===== src/rtl/wb_arb_pkg.sv =====
// Shared types and defaults for the write-back port arbiter.
// Optional starve guard enabled by defining WB_STARVE_GUARD_EN.
package wb_arb_pkg;
  localparam int DEF_DEPTH        = 2;
  localparam int DEF_STARVE_LIMIT = 4;

  typedef struct packed {
    logic [4:0]  rd;
    logic [31:0] data;
  } luEntry_t;
endpackage


===== src/rtl/wb_result_fifo.sv =====
// Small in-order FIFO for long-latency results. It also exports the OR of the
// one-hot destination registers of all occupied slots.
module wb_result_fifo
  import wb_arb_pkg::*;
#(
  parameter int DEPTH = DEF_DEPTH,
  localparam int AW   = $clog2(DEPTH)
) (
  input  logic          clk,
  input  logic          rst,
  input  logic          push,
  input  luEntry_t      pushEntry,
  input  logic          pop,
  output luEntry_t      head,
  output logic [AW:0]   count,
  output logic          full,
  output logic          empty,
  output logic [31:0]   rdMask
);
  luEntry_t            mem [DEPTH];
  logic [DEPTH-1:0]    slotValid, slotValidNext;
  logic [AW-1:0]       wrPtr, rdPtr;
  logic                doPush, doPop;

  assign full   = (count == (AW+1)'(DEPTH));
  assign empty  = (count == '0);
  assign doPop  = pop & ~empty;
  // A full FIFO still takes a push when the head leaves in the same cycle.
  assign doPush = push & (~full | doPop);
  assign head   = mem[rdPtr];

  always_comb begin
    slotValidNext = slotValid;
    if (doPop)  slotValidNext[rdPtr] = 1'b0;
    if (doPush) slotValidNext[wrPtr] = 1'b1;
  end

  always_ff @(posedge clk or posedge rst) begin
    if (rst) begin
      wrPtr     <= '0;
      rdPtr     <= '0;
      count     <= '0;
      slotValid <= '0;
    end else begin
      if (doPush) wrPtr <= wrPtr + AW'(1);
      if (doPop)  rdPtr <= rdPtr + AW'(1);
      count     <= count + (AW+1)'(doPush) - (AW+1)'(doPop);
      slotValid <= slotValidNext;
    end
  end

  always_ff @(posedge clk) begin
    if (doPush) mem[wrPtr] <= pushEntry;
  end

  // Built only from state, so it changes the cycle after a push or pop.
  always_comb begin
    rdMask = '0;
    for (int i = 0; i < DEPTH; i++)
      if (slotValid[i]) rdMask[mem[i].rd] = 1'b1;
  end
endmodule


===== src/rtl/wb_port_arbiter.sv =====
// Shares the register-file write port between the W stage and a long-latency
// result source. Define WB_STARVE_GUARD_EN for the forced-drain starve guard.
module wb_port_arbiter
  import wb_arb_pkg::*;
#(
  parameter int DEPTH        = DEF_DEPTH,
  parameter int STARVE_LIMIT = DEF_STARVE_LIMIT
) (
  input  logic        clk,
  input  logic        rst,
  input  logic        RegWriteW,
  input  logic [4:0]  WriteRegW,
  input  logic [31:0] ResultW,
  input  logic        lu_valid,
  input  logic [4:0]  lu_rd,
  input  logic [31:0] lu_data,
  output logic        lu_ready,
  output logic        rf_we,
  output logic [4:0]  rf_wa,
  output logic [31:0] rf_wd,
  output logic        wb_stall,
  output logic [31:0] pending_mask
);
  localparam int AW = $clog2(DEPTH);

  luEntry_t    head, pushEntry;
  logic [AW:0] count;
  logic        full, empty;
  logic        pipeReq, effPipe, stall, doPop, doPush, luLive, bypass;

  // Outputs must drop to reset values while rst is high, even mid-cycle.
  assign pipeReq = RegWriteW & (WriteRegW != 5'd0) & ~rst;

`ifdef WB_STARVE_GUARD_EN
  localparam int SW = $clog2(STARVE_LIMIT + 1);
  logic [SW-1:0] starveCnt;

  // Fires on the STARVE_LIMIT-th consecutive cycle the pipeline would win.
  assign stall = ~empty & pipeReq & (starveCnt == SW'(STARVE_LIMIT - 1));

  always_ff @(posedge clk or posedge rst) begin
    if (rst)                starveCnt <= '0;
    else if (doPop | empty) starveCnt <= '0;
    else if (effPipe)       starveCnt <= starveCnt + SW'(1);
  end
`else
  assign stall = 1'b0;
`endif

  assign effPipe  = pipeReq & ~stall;
  assign doPop    = ~empty & (stall | ~effPipe);
  assign lu_ready = (count < (AW+1)'(DEPTH)) | doPop;
  assign luLive   = lu_valid & lu_ready & ~rst & (lu_rd != 5'd0);
  assign bypass   = luLive & ~effPipe & empty;
  assign doPush   = luLive & ~bypass & (~full | doPop);

  assign pushEntry.rd   = lu_rd;
  assign pushEntry.data = lu_data;

  always_comb begin
    rf_we = 1'b0;
    rf_wa = '0;
    rf_wd = '0;
    if (doPop) begin
      rf_we = 1'b1;
      rf_wa = head.rd;
      rf_wd = head.data;
    end else if (effPipe) begin
      rf_we = 1'b1;
      rf_wa = WriteRegW;
      rf_wd = ResultW;
    end else if (bypass) begin
      rf_we = 1'b1;
      rf_wa = lu_rd;
      rf_wd = lu_data;
    end
  end

  assign wb_stall = stall;

  wb_result_fifo #(.DEPTH(DEPTH)) uFifo (
    .clk       (clk),
    .rst       (rst),
    .push      (doPush),
    .pushEntry (pushEntry),
    .pop       (doPop),
    .head      (head),
    .count     (count),
    .full      (full),
    .empty     (empty),
    .rdMask    (pending_mask)
  );
endmodule

===== config.mk =====
export PLATFORM = sky130hd
export DESIGN_NAME = wb_port_arbiter
export DESIGN_NICKNAME = d
export VERILOG_FILES = /design/src/rtl/wb_arb_pkg.sv /design/src/rtl/wb_result_fifo.sv /design/src/rtl/wb_port_arbiter.sv
export SDC_FILE = /design/constraint.sdc
export NUM_CORES = 1
export LEC_CHECK = 0
export CAP_MARGIN = 25
export CORE_MARGIN = 1.5
export CORE_UTILIZATION = 26
export CTS_CLUSTER_DIAMETER = 150
export DETAILED_ROUTE_END_ITERATION = 16
export PLACE_DENSITY = 0.51
export SLEW_MARGIN = 20
export SYNTH_ARGS = -nofsm -noshare
export SYNTH_HDL_FRONTEND = slang
export SYNTH_SLANG_ARGS = --single-unit

===== constraint.sdc =====
create_clock -name clk -period 5.7 [get_ports clk]
set_input_delay 1.71 -clock clk [delete_from_list [all_inputs] [get_ports clk]]
set_output_delay 1.71 -clock clk [all_outputs]
set_load 0.01 [all_outputs]

==> results.cfg, run 1 <==
[critical_path]
crit_end = rf_wa[4]
crit_type = in -> out
critical-path-slowest-cell = or4_4
end_kind = output pin
cp.depth = 8
crit_fanout = 10
slowest_delay_ns = 0.53
critical_path_arrival_ns = 3.87
rr_endpoint = uFifo.mem[0][29]$_DFFE_PP_
r2r_cells = 5
path_cells = clkdlybuf4s50_1 > or4_4 > o211ai_4 > nor3_4 > buf_6 > buf_12 > a221o_1 > dlygate4sd2_1
worstSetupStartpoint = lu_rd[3]
timing.rr.start = uFifo.count[1]$_DFF_PP0_
path_buf_inv = 4
crit_family = buffers and inverters
rrSetupSlack_ns = 3.38
critPathLaunchType = input pin
required_ns = 3.99

[synth]
syn_inst = 313
ys_seq_elements = 80
syn_area_per_cell_um2 = 13.0
yosysTopAreaCell = edfxtp_1
syn-cell-area_um2 = 4080
synthTopCellsByArea = edfxtp_1, a221o_1, mux2i_1, o22ai_1, nor3_1
async_flop_share = 0.0750
synth_compound_area_frac = 0.155
netlist.area_leader.share = 0.545
ys.flop_type = edfxtp_1
synth_top_family_by_area = compound AO/OA/AOI/OAI gates
synth-xor-area-share = 0.0107
ys_seq_area_frac = 0.582
synth_nets = 392
synth_simple_gate_area_frac = 0.112
synth_mux_area_frac = 0.0908
synth-edff-count = 74
yosys.area_share.adder = 0.00307
synth_cell_types = 34
yosysWarnings = 0

[timing]
hold_ws_ns = 0.544
hold_violations = 0
finalSetupViolCount = 0
period_share = 0.978
finClkSkew_ns = 0.00723
tightest_slew_ns = 0.786
drv_slew = 0
rsz0062_at_grt = false
slew_headroom = 0.476
fin_crit_ns = 5.58
fmax_mhz = 179

[power_and_ir_drop]
irDropWorstVdd_mv = 0.180
p_leak_nw = 2.23
power.share.combinational = 0.382
p_seq_frac = 0.348
pwr-share-clk = 0.271
p_sw_mw = 0.752
powerDensity_nw_per_um2 = 382
p_int_mw = 1.63
swShare = 0.315

[global_route]
antenna_found_initial = 0
first_global_vias = 3321
overflow = 0
grt.total_usage = 0.138
grt_pass1_wl_um = 17700
grt_max_degree = 44

[placement]
dp_hpwl_um = 7860
dpl.cell_count = 659
port_buffers = 148
place.gp.congestion = 0.728

[final_layout]
finalNonFillerCells = 679
multi_input_area_um2 = 1570
mostFrequentLayoutCells = clkdlybuf4s50_1, edfxtp_1, dlygate4sd2_1, mux2i_1, a221o_1
final_common_cell = clkdlybuf4s50_1
syn2layout_area_growth_pct = 53.1
antenna_cells = 0
drive_gt1_frac = 0.107
fin_nets = 542
fillers = 1454
seqCellArea_um2 = 2370

[detailed_routing]
top_layer = met4
drcViolationCount = 0
viasPerCell = 4.95
wl_met1_um = 5090
wl_met2_um = 5640
routed_wl_um = 11400
drtAntennaViolNets = 0
dr.pass1.iters = 4
vias = 3359
drt_iter0_markers = 190
wl_met3_um = 657
wl_per_cell_um = 16.8

[cts]
cts_hold_buf = 0
numCtsBuffers = 9
clock_path_buffers = 2
insertion_delay_ns = 0.33
path_clk_slew_ns = 0.05
h-tree-depth = 3
tritoncts = yes
cts_root_buffer = clkbuf_16
clock_sinks = 80

[floorplan]
die_width_um = 128
die_area_um2 = 16400
core_um2 = 15300
initial_core_util = 0.267
row_count = 45
io-pin-count = 150
die_y_um = 128

[job]
max_cap_viol_count = 0

[run_status]
outcome = finished, final reports clean

[min_path]
hold_class = reg -> reg
## timing repair
item / in CTS / in global routing
buffers inserted: 2 / 0
gates resized for setup: 47 / 0
hold endpoints to repair: 0 / 0
setup endpoints to repair: 37 / 0
## cell usage after synthesis (3+ instances only)
cell type and n:
a221o_1 37, buf_2 3, buf_6 7, clkbuf_1 17, dfrtp_1 6, edfxtp_1 74
inv_1 4, mux2i_1 37, nand2_1 5, nand3_1 4, nand3b_1 10, nor2_1 6
nor3_1 38, o21ai_1 3, o22ai_1 33, or3_1 3, or3b_2 3, xnor2_1 4
## sequential cells by signal (all words and copies together), names as in the netlist
name             count
uFifo.mem           74
uFifo.rdPtr          1
uFifo.wrPtr          1
uFifo.slotValid      2
uFifo.count          2
## worst register-to-register path: cells and delay by family, from the launching register on
kind | cells | cell delay, ns
buffers and inverters | 1 | 0.32
and+or+nand+nor | 3 | 1.09
DFF | 1 | 0.45
AOI/OAI and AO/OA | 1 | 0.13
## worst min path at each step
stage	startpoint	end	slack (ns)	cells after the start
after floorplan	uFifo.wrPtr$_DFFE_PP0P_	uFifo.slotValid[0]$_DFF_PP0_	0.45	1
after global placement	uFifo.wrPtr$_DFFE_PP0P_	uFifo.slotValid[0]$_DFF_PP0_	0.51	1
after detailed placement	uFifo.wrPtr$_DFFE_PP0P_	uFifo.slotValid[0]$_DFF_PP0_	0.53	1
after CTS	uFifo.wrPtr$_DFFE_PP0P_	uFifo.slotValid[0]$_DFF_PP0_	0.54	1
after global routing	uFifo.wrPtr$_DFFE_PP0P_	uFifo.slotValid[0]$_DFF_PP0_	0.57	1
final	uFifo.wrPtr$_DFFE_PP0P_	uFifo.slotValid[0]$_DFF_PP0_	0.54	1
## area by class of cell
cell class                      instances  area share
Sequential cell                        80       0.380
Timing Repair Buffer                  168       0.269
Multi-Input combinational cell        200       0.252
Tap cell                              211      0.0423
Clock buffer                           11      0.0373
Clock inverter                          5      0.0166
Inverter                                4     0.00241
## logic make-up (layout without fill, tap and decap cells)
logic type               count (synthesis)  in the layout
XOR/XNOR                                 5              5
buffers and inverters                   33            188
flip-flops                              80             80
AO/OA/AOI/OAI                           77             77
AND/OR/NAND/NOR                         79             79
other                                    1              1
adder cells (fa/ha/maj)                  1              1
multiplexers                            37             37
## through the flow
stage                     setup TNS [ns]  utilization  instance area (um2)  power, mW  setup WS (ns)
after floorplan                        0            -                 4080       1.36          0.890
after global placement             -3.55        0.383                 5850       1.80         -0.130
after detailed placement           -3.62        0.383                 5850       1.81         -0.126
after CTS                              0        0.407                 6210       2.40          0.146
after global routing                   0        0.409                 6240       2.52          0.102
final                                  0        0.409                 6240       2.39          0.124
## metal layers
metal / GRT usage / up-vias
met4: 0.0291 / 0
met5: 0 / -
met3: 0.0321 / 7
met1: 0.176 / 1616
met2: 0.238 / 145
li1: - / 1591
## power by group through the flow
stage	Combinational (mW)	Clock (mW)	Sequential (mW)
floorplan	0.588	0	0.773
global placement	0.961	0	0.837
detailed placement	0.963	0	0.843
CTS	0.903	0.662	0.831
global route	0.990	0.682	0.843
finish	0.910	0.646	0.830
No activity file was read; power rests on OpenSTA's default activity.
==> run 2: changes to the inputs <==
==> constraint.sdc (replaced) <==
create_clock -name clk -period 5.6 [get_ports clk]
set_input_delay 1.68 -clock clk [delete_from_list [all_inputs] [get_ports clk]]
set_output_delay 1.68 -clock clk [all_outputs]
set_load 0.01 [all_outputs]
==> run 2 against run 1 <==
Die area unchanged. First-iteration DRC count shrank 1.6%. Design area fell by 0.54%. Sequential cell count unchanged. Via count decreased by 0.12%. Non-clock buffer count is the same. Combinational power is essentially flat. Critical endpoint is now rf_wa[2]. Sequential power is 1% higher.
==> results.cfg, run 2 (synthesis gave the netlist of run 1 again) <==
[run_status]
outcome = finished, final reports clean

[detailed_routing]
wl_per_cell_um = 16.8
routed_wl_um = 11400
viasPerCell = 4.96
drtAntennaViolNets = 0
drt_iter0_markers = 187
dr.pass1.iters = 4
vias = 3355
drcViolationCount = 0

[final_layout]
final_util = 0.407
multi_input_area_um2 = 1580
regMostFlops = uFifo.mem
finalNonFillerCells = 677
fin_nets = 542
syn2layout_area_growth_pct = 52.2
reg.largest.list = uFifo.mem x74, uFifo.count x2, uFifo.slotValid x2
largest_reg_flops = 74
drive_gt1_frac = 0.112
mostFrequentLayoutCells = clkdlybuf4s50_1, edfxtp_1, dlygate4sd2_1, mux2i_1, a221o_1
final_common_cell = clkdlybuf4s50_1
seqCellArea_um2 = 2370
fillers = 1496
antenna_cells = 0

[critical_path]
rrSetupSlack_ns = 3.25
required_ns = 3.92
crit_type = in -> out
crit_family = buffers and inverters
critPathLaunchType = input pin
path_cells = clkdlybuf4s50_1 > or4_4 > o211ai_4 > nor3_4 > buf_12 > a221o_1 > dlygate4sd2_1
timing.rr.start = uFifo.count[1]$_DFF_PP0_
critical_path_arrival_ns = 3.76
crit_fanout = 20
critical-path-slowest-cell = or4_4
slowest_delay_ns = 0.56
path_buf_inv = 3
rr_endpoint = uFifo.mem[1][1]$_DFFE_PP_
r2r_cells = 5
end_kind = output pin
cp.depth = 7

[cts]
h-tree-depth = 3
cts_hold_buf = 0
tritoncts = yes
cts_root_buffer = clkbuf_16
insertion_delay_ns = 0.33
clock_sinks = 80
clock_path_buffers = 2
path_clk_slew_ns = 0.06
numCtsBuffers = 9

[timing]
fin_crit_ns = 5.44
tightest_slew_ns = 0.757
finClkSkew_ns = 0.00729
rsz0062_at_grt = false
hold_violations = 0
period_share = 0.972
drv_slew = 0
slew_headroom = 0.495
finalSetupViolCount = 0
fmax_mhz = 184
fin_ws_ns = 0.155

[floorplan]
die_y_um = 128
die_width_um = 128
die_area_um2 = 16400
io-pin-count = 150
row_count = 45
initial_core_util = 0.267
core_um2 = 15300

[min_path]
hold_start = uFifo.wrPtr$_DFFE_PP0P_
min_path_cells = 1
min_to = uFifo.slotValid[0]$_DFF_PP0_
hold_class = reg -> reg

[placement]
dpl.cell_count = 661
port_buffers = 148
dp_hpwl_um = 7940
place.gp.congestion = 0.720
place_ws_ns = -0.146

[global_route]
grt.total_usage = 0.140
grt_max_degree = 60
overflow = 0
grt_pass1_wl_um = 17800
first_global_vias = 3439
antenna_found_initial = 0

[power_and_ir_drop]
powerDensity_nw_per_um2 = 386
irDropWorstVdd_mv = 0.154
p_leak_nw = 2.22

[job]
max_cap_viol_count = 0
## run 2: cell type report
cell class,instances,area share
sequential,80,0.382
timing repair buffer,168,0.264
multi-input combinational,200,0.255
tap,211,0.0425
clock buffer,9,0.0363
clock inverter,5,0.0171
inverter,4,0.00242
## run 2: through the flow
stage / instance area, um2 / hold slack (ns) / total power [mW] / TNS (ns)
global route: 6210 / 0.548 / 2.54 / 0
global placement: 5860 / 0.517 / 1.83 / -3.88
detailed placement: 5860 / 0.524 / 1.84 / -4.65
finish: 6210 / 0.535 / 2.40 / 0
floorplan: 4080 / 0.447 / 1.39 / 0
CTS: 6190 / 0.536 / 2.42 / 0
## run 2: worst max-delay path by stage
stage                            start                   endpoint
final                         lu_rd[2]                   rf_wa[2]
after global routing      WriteRegW[0]                   rf_wa[0]
after CTS                     lu_rd[2]                  rf_wd[16]
after detailed placement  WriteRegW[0]                  rf_wd[29]
after global placement    WriteRegW[0]                  rf_wd[21]
after floorplan           WriteRegW[0]  uFifo.mem[0][0]$_DFFE_PP_
## run 2: repair_timing
| action | CTS | global route |
|---|---|---|
| buffers inserted | 1 | 0 |
| setup endpoints to repair | 37 | 0 |
| gates resized for setup | 45 | 0 |
## run 2: layer usage
layer  up-vias  track usage  wire (um)
met1      1611        0.174       4910
met2       140        0.241       5580
met3        12       0.0338        745
li1       1592            -          -
met5         -            0          0
met4         0       0.0377        144
## run 2: where the power goes
group	switching, mW	internal, mW	leakage (nW)
Clock	0.215	0.432	0.158
Sequential	0.0958	0.747	0.746
Combinational	0.443	0.465	1.31
Total	0.755	1.64	2.22
